**config.mk**
```make
export PLATFORM = sky130hd
export DESIGN_NAME = adder_share_arb
export DESIGN_NICKNAME = d
export VERILOG_FILES = /design/src/rtl/adder_share_arb.sv
export SDC_FILE = /design/constraint.sdc
export NUM_CORES = 1
export LEC_CHECK = 0
export CAP_MARGIN = 20
export CORE_MARGIN = 5
export CORE_UTILIZATION = 29
export CTS_CLUSTER_DIAMETER = 50
export DETAILED_ROUTE_END_ITERATION = 8
export GPL_TIMING_DRIVEN = 0
export HOLD_SLACK_MARGIN = 0.02
export PLACE_DENSITY = 0.82
export SYNTH_ARGS = -nofsm -noshare
export SYNTH_HDL_FRONTEND = slang
export SYNTH_SLANG_ARGS = --single-unit
```
**constraint.sdc**
```tcl
create_clock -name clk -period 1.51 [get_ports clk]
set_input_delay 0.151 -clock clk [delete_from_list [all_inputs] [get_ports clk]]
set_output_delay 0.151 -clock clk [all_outputs]
set_load 0.01 [all_outputs]
```
**src/rtl/adder_share_arb.sv**
```systemverilog
// rtl/adder_share_arb.sv - round-robin sharing of one pipelined adder among N requesters
// Optional ADD_ARB_OVF_EN adds rsp_ovf, the carry-out of each issued sum.
module adder_share_arb #(
  parameter int N   = 4,
  parameter int W   = 16,
  parameter int LAT = 2
) (
  input  logic           clk,
  input  logic           rst,
  input  logic           enable,
  input  logic [N-1:0]   req_valid,
  input  logic [N*W-1:0] req_a,
  input  logic [N*W-1:0] req_b,
  output logic [N-1:0]   req_ready,
  output logic           add_start,
  output logic [W-1:0]   add_a,
  output logic [W-1:0]   add_b,
  input  logic [W-1:0]   add_y,
  input  logic           add_valid,
  output logic [N-1:0]   rsp_valid,
  output logic [W-1:0]   rsp_data,
  output logic           busy,
  output logic           err_spurious
`ifdef ADD_ARB_OVF_EN
  ,
  output logic           rsp_ovf
`endif
);

  localparam int IW = (N > 1) ? $clog2(N) : 1;

  logic [IW-1:0] rr_ptr;
  logic [IW-1:0] win;
  logic          grant;
  logic [W-1:0]  sel_a;
  logic [W-1:0]  sel_b;
  logic [LAT:0]  tag_vld;
  logic [IW-1:0] tag_id [0:LAT];
  logic          hit;

  // Rotating priority search starting at rr_ptr; reset also blocks grants.
  always_comb begin
    logic [IW-1:0] cand;
    grant = 1'b0;
    win   = '0;
    cand  = '0;
    for (int k = 0; k < N; k++) begin
      cand = IW'((int'(rr_ptr) + k) % N);
      if (!grant && req_valid[cand]) begin
        grant = 1'b1;
        win   = cand;
      end
    end
    grant = grant & enable & ~rst;
  end

  always_comb begin
    for (int i = 0; i < N; i++) begin
      req_ready[i] = grant && (win == IW'(i));
    end
  end

  assign sel_a = req_a[win*W +: W];
  assign sel_b = req_b[win*W +: W];

  always_ff @(posedge clk) begin
    if (rst) begin
      rr_ptr       <= '0;
      add_start    <= 1'b0;
      add_a        <= '0;
      add_b        <= '0;
      tag_vld      <= '0;
      err_spurious <= 1'b0;
    end else begin
      add_start <= grant;
      if (grant) begin
        add_a  <= sel_a;
        add_b  <= sel_b;
        rr_ptr <= (win == IW'(N-1)) ? '0 : win + 1'b1;
      end
      // Stage 0 loads alongside add_start, so stage LAT lines up with add_valid.
      tag_vld <= {tag_vld[LAT-1:0], grant};
      if (add_valid && !tag_vld[LAT]) begin
        err_spurious <= 1'b1;
      end
    end
  end

  always_ff @(posedge clk) begin
    tag_id[0] <= win;
    for (int k = 1; k <= LAT; k++) begin
      tag_id[k] <= tag_id[k-1];
    end
  end

  assign hit = add_valid & tag_vld[LAT];

  always_comb begin
    for (int i = 0; i < N; i++) begin
      rsp_valid[i] = hit && (tag_id[LAT] == IW'(i));
    end
    rsp_data = hit ? add_y : '0;
  end

  assign busy = (|tag_vld) | add_start;

`ifdef ADD_ARB_OVF_EN
  logic [W-1:0] sel_sum;
  logic [LAT:0] tag_cy;

  // Modulo sum smaller than an operand means the add wrapped.
  assign sel_sum = sel_a + sel_b;

  always_ff @(posedge clk) begin
    tag_cy <= {tag_cy[LAT-1:0], (sel_sum < sel_a)};
  end

  assign rsp_ovf = hit & tag_cy[LAT];
`endif

endmodule

```
==> results.sh <==
export IMPL_status="complete, but fails checks"
export IMPL_violations="setup timing"
export IMPL_vias=3007
export IMPL_leakage_nw=2.145
export IMPL_postCtsHoldBufs=0
export IMPL_min_period_ns=1.834
export IMPL_dieHeight_um=102.5
export IMPL_setup_viol=37
export IMPL_multi_input_area_um2=1556
export IMPL_yosysWarningCount=0
export IMPL_yosysSeqAreaShare=0.3547
export IMPL_cp_slowest_stage_delay_ns=0.41
export IMPL_drt_iter0_markers=45
export IMPL_crit_arrival_ns=1.68
export IMPL_max_freq_ghz=0.5452
export IMPL_grt_max_degree=14
export IMPL_root_buffer="clkbuf_8"
export IMPL_via_per_inst=4.978
export IMPL_syn_area_um2=2484
export IMPL_hp_class="flip-flop to flip-flop"
export IMPL_core_um2=8299
export IMPL_cts_clk_slew_worst_paths_ns=0.08
export IMPL_setup_ws_ns=-0.3240
export IMPL_crit_buf_inv=3
export IMPL_reg2regPathDepth=8
export IMPL_grt_pass1_wl_um=15350
export IMPL_grt_usage=0.1848
export IMPL_clock_latency_ns=0.29
export IMPL_slew_viol_final=0
export IMPL_maxCapViolCount=0
export IMPL_reg2reg_from="rr_ptr[1]$_SDFFE_PP0P_"
export IMPL_drive_gt1_frac=0.1583
export IMPL_antenna_cells=0
export IMPL_avgRoutedWirePerCell_um=17.50
export IMPL_numCtsBuffers=5
export IMPL_wl_um=10570
export IMPL_fillers=720
export IMPL_hold_start="tag_id[0][3]$_DFF_P_"
export IMPL_grt_pass1_vias=3218
export IMPL_dp_slack_ns=-1.070
export IMPL_maxSlewHeadroom=0.7476
export IMPL_gp_congestion=0.8154
export IMPL_globalRouteOverflowTotal=0
export IMPL_worst_r2r_endpoint="add_b[5]$_SDFFE_PP0P_"
export IMPL_crit_required_ns=1.36
export IMPL_cts_tree="done"
export IMPL_crit_fanout=6
export IMPL_whs_path_depth=0
export IMPL_die_area_um2=10520
export IMPL_worst_ir_drop_vdd_mv=0.3272
export IMPL_syn_inst=262
export IMPL_cpLargestDelayFamily="flip-flops"
export IMPL_crit_type="flip-flop to output port"
export IMPL_skew_ns=0.006794
export IMPL_drt_pass1_iterations=4
export IMPL_fp_dieW_um=102.5
export IMPL_power_density_nw_per_um2=722.7
export IMPL_cts_path_max_buffers=2
export IMPL_cp_end_kind="output port"
export IMPL_crit_chain="mux2i_4 > nor2_4 > o31ai_4 > buf_6 > buf_6 > nor2_1 > buf_2"
export IMPL_crit_top_cell="buf_6"
export IMPL_num_rows=33
export IMPL_finalNetCount=650
export IMPL_worst_path_max_delay_cell="dfxtp_4"
export IMPL_seq_area_um2=888.4
export IMPL_fin_crit_sh=1.215
export IMPL_start_util=0.2993
export IMPL_place_port_buffers=210
export IMPL_stdcell_count=604
export IMPL_worst_pin_slew_ns=0.3774
export IMPL_drc=0
export IMPL_ys_ff_latch=44
export IMPL_dp_hpwl_um=8337
export IMPL_min_to="tag_id[0][5]$_DFF_P_"
export IMPL_htree_levels=2
export IMPL_io_pins=211
export IMPL_antenna_found_initial=0
export IMPL_syn_area_per_cell_um2=9.480
export IMPL_startpoint_type="flip-flop"
export IMPL_reg2reg_slack_ns=-0.27
export IMPL_dp_cells=577
export IMPL_finalHoldViolCount=0
export IMPL_rsz0062_at_grt="true"
export IMPL_synth_nets=414
export IMPL_synth_distinct_cells=34
export IMPL_antenna_left=0
export IMPL_cts_sinks=44
export IMPL_syn2layout_area_growth_pct=105.6
## state kept, by name (all words and copies together) (netlist names)
register      cells
err_spurious      1
add_b            16
add_a            16
rr_ptr            2
tag_vld           3
tag_id            6
## worst reg2reg max path: stages (launching register included)
cell      delay (ns)
dfxtp_4         0.41
nand2_4         0.08
a221o_2         0.38
nand2_4         0.10
inv_8           0.05
buf_4           0.17
buf_12          0.16
mux2i_1         0.19
o221ai_1        0.13
## through the flow
stage	setup TNS (ns)	power (mW)	area [µm²]	util	hold WS [ns]
floorplan	0	1.986	2492	-	0.2083
global placement	-29.24	2.738	4726	0.5694	0.3134
detailed placement	-32.01	2.766	4726	0.5694	0.3135
CTS	-6.769	3.597	4891	0.5893	0.3345
global route	-11.18	3.898	5107	0.6154	0.3523
finish	-8.456	3.691	5107	0.6154	0.3313
## worst max path at each step
stage                                 from  cells past startpoint  slack (ns)                     end
floorplan           rr_ptr[1]$_SDFFE_PP0P_                      7      0.0004  rr_ptr[1]$_SDFFE_PP0P_
global placement              req_valid[2]                      8       -0.99            req_ready[3]
detailed placement            req_valid[2]                      8       -1.07            req_ready[3]
CTS                 rr_ptr[1]$_SDFFE_PP0P_                      7       -0.38            req_ready[0]
global route        rr_ptr[1]$_SDFFE_PP0P_                      7       -0.40            req_ready[0]
finish              rr_ptr[1]$_SDFFE_PP0P_                      7       -0.32            req_ready[0]
## kinds of logic (layout without fill, tap and decap cells)
family,Yosys count,count (layout),share of synthesized area
compound gates,56,56,0.1864
xor+xnor,1,1,0.003527
buf+inv,22,259,0.05642
mux,58,58,0.2338
simple gates,81,81,0.1652
flops,44,44,0.3547
## repair_timing
action / CTS / global route
pin swaps: 7 / 14
gates cloned: 0 / 1
endpoints found under the setup margin: 58 / 40
buffers inserted: 8 / 11
resized for setup: 68 / 37
## synth_stat cells
master	count	share of area
a211oi_1	1	0.0030
a211oi_2	1	0.0050
a21o_1	7	0.021
a21oi_1	2	0.0040
a221o_2	1	0.0045
a221oi_1	1	0.0035
and2b_1	1	0.0030
and3_1	16	0.040
buf_2	8	0.016
buf_6	6	0.027
clkbuf_1	4	0.0060
dfxtp_1	44	0.35
inv_1	3	0.0045
inv_4	1	0.0025
mux2i_1	58	0.23
nand2_1	33	0.050
nand2_2	2	0.0050
nand2_4	1	0.0045
nand3_1	8	0.016
nor2_1	11	0.017
nor2b_1	3	0.0076
nor2b_2	1	0.0035
nor2b_4	1	0.0055
nor3_1	2	0.0040
nor3_4	1	0.0066
o211ai_1	7	0.021
o21ai_0	7	0.014
o21ba_2	1	0.0040
o21bai_2	1	0.0045
o221ai_1	25	0.088
o31ai_4	1	0.0086
o41a_1	1	0.0045
or3_1	1	0.0025
xnor2_1	1	0.0035
## power by group
part	internal [mW]	leakage, nW	switching [mW]
sequential	1.29	0.365	0.0727
combinational	0.957	1.73	0.591
clock	0.366	0.0510	0.410
total	2.62	2.15	1.07
## layout by cell type, fill, tap and decap left out, drive strengths merged
cell	count
a211oi	2
a21o	7
a21oi	2
a221o	1
a221oi	1
and2b	1
and3	16
buf	36
clkbuf	14
clkdlybuf4s15	1
clkdlybuf4s50	180
clkinv	2
dfxtp	44
dlygate4sd2	22
inv	4
mux2i	58
nand2	36
nand3	8
nor2	11
nor2b	5
nor3	3
o211ai	7
o21ai	7
o21ba	1
o21bai	1
o221ai	25
o31ai	1
o41a	1
or3	1
xnor2	1
## cell type report
class,count,area share
buffer,17,0.03797
clock inverter,2,0.001960
inverter,4,0.004410
tap,105,0.02572
multi-input combinational,196,0.3048
clock buffer,6,0.01617
sequential,44,0.1739
timing repair buffer,230,0.4351
## metal layers
layer / track usage / wire [µm] / vias up
met1: 0.1918 / 3670 / 1381
met5: 0 / 0 / -
li1: - / - / 1452
met2: 0.3421 / 5375 / 159
met4: 0.05146 / 174 / 0
met3: 0.07442 / 1351 / 15
(Power assumes the default switching activity.)
